$ cat config.mk
export PLATFORM = sky130hd
export DESIGN_NAME = dual_issue_scheduler
export DESIGN_NICKNAME = d
export VERILOG_FILES = /design/src/rtl/sched_pkg.sv /design/src/rtl/sched_decode.sv /design/src/rtl/dual_issue_scheduler.sv
export SDC_FILE = /design/constraint.sdc
export NUM_CORES = 1
export LEC_CHECK = 0
export CELL_PAD_IN_SITES_DETAIL_PLACEMENT = 0
export CELL_PAD_IN_SITES_GLOBAL_PLACEMENT = 1
export CORE_ASPECT_RATIO = 0.8
export CORE_MARGIN = 1
export CORE_UTILIZATION = 37
export CTS_CLUSTER_SIZE = 10
export DETAILED_ROUTE_END_ITERATION = 8
export HOLD_SLACK_MARGIN = 0.06
export PLACE_DENSITY = 0.83
export SLEW_MARGIN = 5
export SYNTH_ARGS = -nofsm -noshare
export SYNTH_HDL_FRONTEND = slang
export SYNTH_SLANG_ARGS = --single-unit
export TNS_END_PERCENT = 100
$ cat constraint.sdc
create_clock -name clk -period 4.15 [get_ports clk]
set_input_delay 0.83 -clock clk [delete_from_list [all_inputs] [get_ports clk]]
set_output_delay 0.83 -clock clk [all_outputs]
set_load 0.01 [all_outputs]
$ cat src/rtl/sched_pkg.sv
// rtl/sched_pkg.sv - RV32I opcodes, instruction classes and decode record for the dual-issue scheduler
package sched_pkg;

    localparam logic [6:0] OPC_LUI    = 7'b0110111;
    localparam logic [6:0] OPC_AUIPC  = 7'b0010111;
    localparam logic [6:0] OPC_JAL    = 7'b1101111;
    localparam logic [6:0] OPC_JALR   = 7'b1100111;
    localparam logic [6:0] OPC_BRANCH = 7'b1100011;
    localparam logic [6:0] OPC_LOAD   = 7'b0000011;
    localparam logic [6:0] OPC_STORE  = 7'b0100011;
    localparam logic [6:0] OPC_OP_IMM = 7'b0010011;
    localparam logic [6:0] OPC_OP     = 7'b0110011;

    typedef enum logic [2:0] {
        ALU,
        LOAD,
        STORE,
        CTRL,
        UPPER,
        NONE
    } instr_class_e;

    typedef struct packed {
        logic [4:0]   rd;
        logic [4:0]   rs1;
        logic [4:0]   rs2;
        logic         writes_rd;
        logic         reads_rs1;
        logic         reads_rs2;
        instr_class_e cls;
        logic         valid;
    } decode_t;

    function automatic logic is_lsu(input instr_class_e cls);
        return (cls == LOAD) || (cls == STORE);
    endfunction

endpackage

$ cat src/rtl/sched_decode.sv
// rtl/sched_decode.sv - combinational RV32I register-field decode for one issue slot
module sched_decode
    import sched_pkg::*;
(
    input  logic [31:0] instr,
    output decode_t     dec
);

    logic wr;
    logic r1;
    logic r2;
    instr_class_e cls;

    always_comb begin
        wr  = 1'b0;
        r1  = 1'b0;
        r2  = 1'b0;
        cls = NONE;
        case (instr[6:0])
            OPC_LUI, OPC_AUIPC: begin cls = UPPER; wr = 1'b1; end
            OPC_JAL:            begin cls = CTRL;  wr = 1'b1; end
            OPC_JALR:           begin cls = CTRL;  wr = 1'b1; r1 = 1'b1; end
            OPC_BRANCH:         begin cls = CTRL;  r1 = 1'b1; r2 = 1'b1; end
            OPC_LOAD:           begin cls = LOAD;  wr = 1'b1; r1 = 1'b1; end
            OPC_STORE:          begin cls = STORE; r1 = 1'b1; r2 = 1'b1; end
            OPC_OP_IMM:         begin cls = ALU;   wr = 1'b1; r1 = 1'b1; end
            OPC_OP:             begin cls = ALU;   wr = 1'b1; r1 = 1'b1; r2 = 1'b1; end
            default:            ;
        endcase
    end

    // x0 is folded out here so no downstream hazard check has to special-case it
    always_comb begin
        dec.rd        = instr[11:7];
        dec.rs1       = instr[19:15];
        dec.rs2       = instr[24:20];
        dec.writes_rd = wr & (instr[11:7] != 5'd0);
        dec.reads_rs1 = r1 & (instr[19:15] != 5'd0);
        dec.reads_rs2 = r2 & (instr[24:20] != 5'd0);
        dec.cls       = cls;
        dec.valid     = |instr;
    end

endmodule

$ cat src/rtl/dual_issue_scheduler.sv
// rtl/dual_issue_scheduler.sv - two-slot issue stage with load scoreboard; SCHED_STATS_EN adds perf counters
module dual_issue_scheduler
    import sched_pkg::*;
#(
    parameter int LOAD_LAT   = 2,
    parameter int DUAL_ISSUE = 1
) (
    input  logic        clk,
    input  logic        rst,
    input  logic        en,
    input  logic        nothing_filled,
    input  logic [31:0] instruction0,
    input  logic [31:0] instruction1,
    input  logic        ex_stall,
    output logic        freeze1,
    output logic        freeze2,
    output logic        dependency_on_ins2,
    output logic        issue0_valid,
    output logic [31:0] issue0_instr,
    output logic        issue1_valid,
    output logic [31:0] issue1_instr,
    output logic [31:0] stat_pairs,
    output logic [31:0] stat_singles,
    output logic [31:0] stat_stalls
);

    localparam int CW = $clog2(LOAD_LAT + 1);
    localparam logic [CW-1:0] LAT_INIT = CW'(LOAD_LAT);

    decode_t d0;
    decode_t d1;

    sched_decode u_dec0 (.instr(instruction0), .dec(d0));
    sched_decode u_dec1 (.instr(instruction1), .dec(d1));

    logic [CW-1:0] sb [32];
    logic [31:0]   busy;
    logic v0, v1, hz0, raw01, busy1, pair_block;
    logic issue0, issue1, set0, set1;

    always_comb begin
        for (int i = 0; i < 32; i++) begin
            busy[i] = (sb[i] != '0);
        end
    end

    assign v0    = d0.valid & ~nothing_filled;
    assign v1    = d1.valid & ~nothing_filled;
    assign hz0   = (d0.reads_rs1 & busy[d0.rs1]) | (d0.reads_rs2 & busy[d0.rs2]);
    assign raw01 = d0.writes_rd & ((d1.reads_rs1 & (d1.rs1 == d0.rd)) |
                                   (d1.reads_rs2 & (d1.rs2 == d0.rd)));
    assign busy1 = (d1.reads_rs1 & busy[d1.rs1]) | (d1.reads_rs2 & busy[d1.rs2]);

    assign pair_block = raw01 | busy1 | (is_lsu(d0.cls) & is_lsu(d1.cls)) |
                        (d0.cls == CTRL) | ~v1 | (DUAL_ISSUE == 0);

    assign freeze2            = ex_stall;
    assign freeze1            = ex_stall | (v0 & hz0);
    assign dependency_on_ins2 = ~freeze1 & v0 & pair_block;

    assign issue0 = ~ex_stall & v0 & ~hz0;
    assign issue1 = issue0 & ~pair_block;
    assign set0   = issue0 & (d0.cls == LOAD) & d0.writes_rd;
    assign set1   = issue1 & (d1.cls == LOAD) & d1.writes_rd;

    always_ff @(posedge clk) begin
        if (rst) begin
            issue0_valid <= 1'b0;
            issue1_valid <= 1'b0;
            issue0_instr <= '0;
            issue1_instr <= '0;
        end else if (en && !ex_stall) begin
            issue0_valid <= issue0;
            issue1_valid <= issue1;
            issue0_instr <= instruction0;
            issue1_instr <= instruction1;
        end
    end

    // A fresh load reloads the counter even if it is still draining from an older load
    always_ff @(posedge clk) begin
        if (rst) begin
            for (int i = 0; i < 32; i++) sb[i] <= '0;
        end else if (en) begin
            for (int i = 0; i < 32; i++) begin
                if ((set0 && d0.rd == 5'(i)) || (set1 && d1.rd == 5'(i)))
                    sb[i] <= LAT_INIT;
                else if (sb[i] != '0)
                    sb[i] <= sb[i] - 1'b1;
            end
        end
    end

`ifdef SCHED_STATS_EN
    always_ff @(posedge clk) begin
        if (rst) begin
            stat_pairs   <= '0;
            stat_singles <= '0;
            stat_stalls  <= '0;
        end else if (en) begin
            if (issue1 && stat_pairs != '1)
                stat_pairs <= stat_pairs + 1'b1;
            if (issue0 && !issue1 && stat_singles != '1)
                stat_singles <= stat_singles + 1'b1;
            if (freeze1 && !nothing_filled && stat_stalls != '1)
                stat_stalls <= stat_stalls + 1'b1;
        end
    end
`else
    assign stat_pairs   = '0;
    assign stat_singles = '0;
    assign stat_stalls  = '0;
`endif

endmodule

==> run summary <==
Post-Syn Area per Cell - 8.59 um^2
post-synthesis register bit count - 130
hold buffer count at cts - 0
unrepaired setup endpoints after global routing - false
initial antenna violation count - 0
LEAKAGE - 4.64 nW
Port-buffer cells - 137
Mapped Area - 9490 um^2
number of buffers created by CTS - 17
Critical Path Source Type - input port
YS warnings - 0
relative slew slack - 35.8%
fillcell total - 2414
Antenna Nets Post-Route - 0
fraction of layout instances using a drive strength above 1 - 16.0%
nets - 1383
CTS tree - built
Post-synth EDFFs - 64
Synth top area share - 20.3%
peak supply drop - 0.276 mV
Yosys top cell by area - edfxtp_1
setup violators final - 0
Yosys cell types - 62
initial DRC count - 935
Hold/Removal Path Class - flip-flop to flip-flop
# clock sinks - 130
Die Footprint - 26300 um^2
Synth async-reset ratio - 0%
Rows - 52
first-pass GRT wire length - 47000 um
Top Ports - 234
Final Cell Area - 12000 um^2
max-cap violations - 0
worst path cell trace - clkdlybuf4s50_1 -> buf_12 -> mux2_2 -> o311ai_1 -> a311oi_1 -> nor4_4 -> a21oi_1 -> o21bai_1 -> buf_4 -> dlygate4sd2_1
critical path class - input port to output port
sequential area share after synthesis - 34.2%
Hold WS - 0.452 ns
vias per std cell - 5.52
Critical Path RT - 3.32 ns
Fin. Hold Viols - 0
slowest CP cell - clkdlybuf4s50_1
Area after DPL - 11300 um^2
Commonest cells post-synth - nand2_1, buf_4, a21oi_1
maximum number of pins on one net before global-route repair - 84
fin crit share - 97.4%
Root Driver - clkbuf_16
Via Count - 8943
P&R area growth vs syn - 26.4%
total gr overflow - 0
Clock transition at path regs - 0.05 ns
Critical Path Fanout Max - 10
GRT Util Overall - 23.0%
vias in the first global route - 8342
Syn Inst Count - 1105
Crit path largest cell delay - 0.52 ns
clock skew - 0.00986 ns
dpl hpwl - 22200 um
ANT cells - 0
largest cells by area after synthesis - edfxtp_1, dfxtp_1, buf_4
Fmax - 247 MHz
core area - 25200 um^2
Post-route DRC - 0
DR pass1 iterations - 6
Chip Width - 181 um
WL per Instance - 18.9 um
final RePlAce weighted congestion - 0.956
Power Dens Cells - 348 nW/um^2
Skew-Pair Late Insertion Delay - 0.44 ns
Worst EP arrival - 3.21 ns
outcome - finished, final reports clean
Die Span Y - 145 um
Power, Total - 4.17 mW
fin crit period - 4.04 ns
Top FF cell, synth - dfxtp_1
most common cell in the netlist - nand2_1
final wirelength - 30600 um
H-tree depth - 4
Slew @ Worst Pin - 0.963 ns
Slew Viols, Final - 0
Clock Path Buffers - 2
Initial Util - 37.6%
crit path capture type - output port
==> worst paths after layout <==
| check | start | endpoint | slack, ns | depth (start not counted) |
|---|---|---|---|---|
| max reg2reg | sb[0][8]$_SDFFCE_PN0P_ | sb[0][13]$_SDFFCE_PN0P_ | 0.59 | 11 |
| min | issue0_instr[31]$_SDFFE_PP0P_ | issue0_instr[31]$_SDFFE_PP0P_ | 0.45 | 2 |
| max | instruction0[20] | freeze1 | 0.11 | 10 |
| min reg2reg | issue0_instr[31]$_SDFFE_PP0P_ | issue0_instr[31]$_SDFFE_PP0P_ | 0.45 | 2 |
==> through the flow <==
| step | setup slack [ns] | std cells | TNS, ns | util (%) |
|---|---|---|---|---|
| final | 0.109 | 1619 | 0 | 47.5 |
| after global routing | 0.00187 | 1619 | 0 | 47.5 |
| after CTS | 0.0113 | 1619 | 0 | 47.5 |
| after detailed placement | -0.436 | 1586 | -0.672 | 44.9 |
| after global placement | -0.485 | 1586 | -0.671 | 44.9 |
| after floorplan | 0.402 | 1200 | 0 | - |
==> cells in the final DEF, fill, tap and decap left out, types with 46 or more instances in the layout <==
master,count
a21oi_1,77
buf_4,97
clkdlybuf4s50_1,134
conb_1,96
dfxtp_1,66
edfxtp_1,64
inv_1,73
nand2_1,172
nand4_1,50
nor3_1,46
==> power by group <==
| group | switching, mW | total (mW) | internal, mW | leakage (nW) |
|---|---|---|---|---|
| Sequential | 0.0407 | 1.51 | 1.47 | 1.21 |
| Combinational | 0.611 | 1.08 | 0.467 | 3.12 |
| Clock | 0.591 | 1.58 | 0.988 | 0.310 |
| Total | 1.24 | 4.17 | 2.93 | 4.64 |
==> what timing repair did <==
action,CTS,global route
gates cloned,0,0
pin swaps,1,1
resized for setup,9,4
endpoints found under the setup margin,2,2
setup buffers,1,0
==> final cells by class <==
cell class | count | area (um^2) | area share (%)
clock buffers | 24 | 517 | 4.31
clock inverters | 8 | 93.8 | 0.782
inverters | 73 | 274 | 2.28
multi-input cells | 822 | 5300 | 44.2
flip-flops and latches | 130 | 3240 | 27.0
well taps | 324 | 405 | 3.38
repair buffers | 238 | 2160 | 18.0
==> critical path, delay by kind of cell <==
kind | cells | cell delay [ns]
mux | 1 | 0.34
simple gates | 1 | 0.39
compound gates | 4 | 0.57
buf+inv | 4 | 1.07
==> registers in the layout, summed over array words and instances (netlist names) <==
signal        flops
sb               64
issue1_instr     32
issue0_instr     32
issue0_valid      1
issue1_valid      1
==> logic make-up (layout without fill, tap and decap cells) <==
logic type,after synthesis,in the layout,share of synthesized area (%)
AND/OR/NAND/NOR,462,462,24.8
buffers and inverters,248,343,14.3
AO/OA/AOI/OAI,170,170,12.9
flip-flops,130,130,34.2
multiplexers,52,52,8.68
adder cells (fa/ha/maj),32,32,4.22
XOR/XNOR,10,10,0.923
other,1,96,0.0395
==> layer usage <==
layer  routed length [um]  vias to the layer above  GRT usage [%]
met5                    0                        -              0
met4                  472                        0           6.74
met3                 3200                       51           6.45
met2                13500                      480           34.1
met1                13400                     4239           32.5
li1                     -                     4173              -
Power figures use the tool's default switching activity.
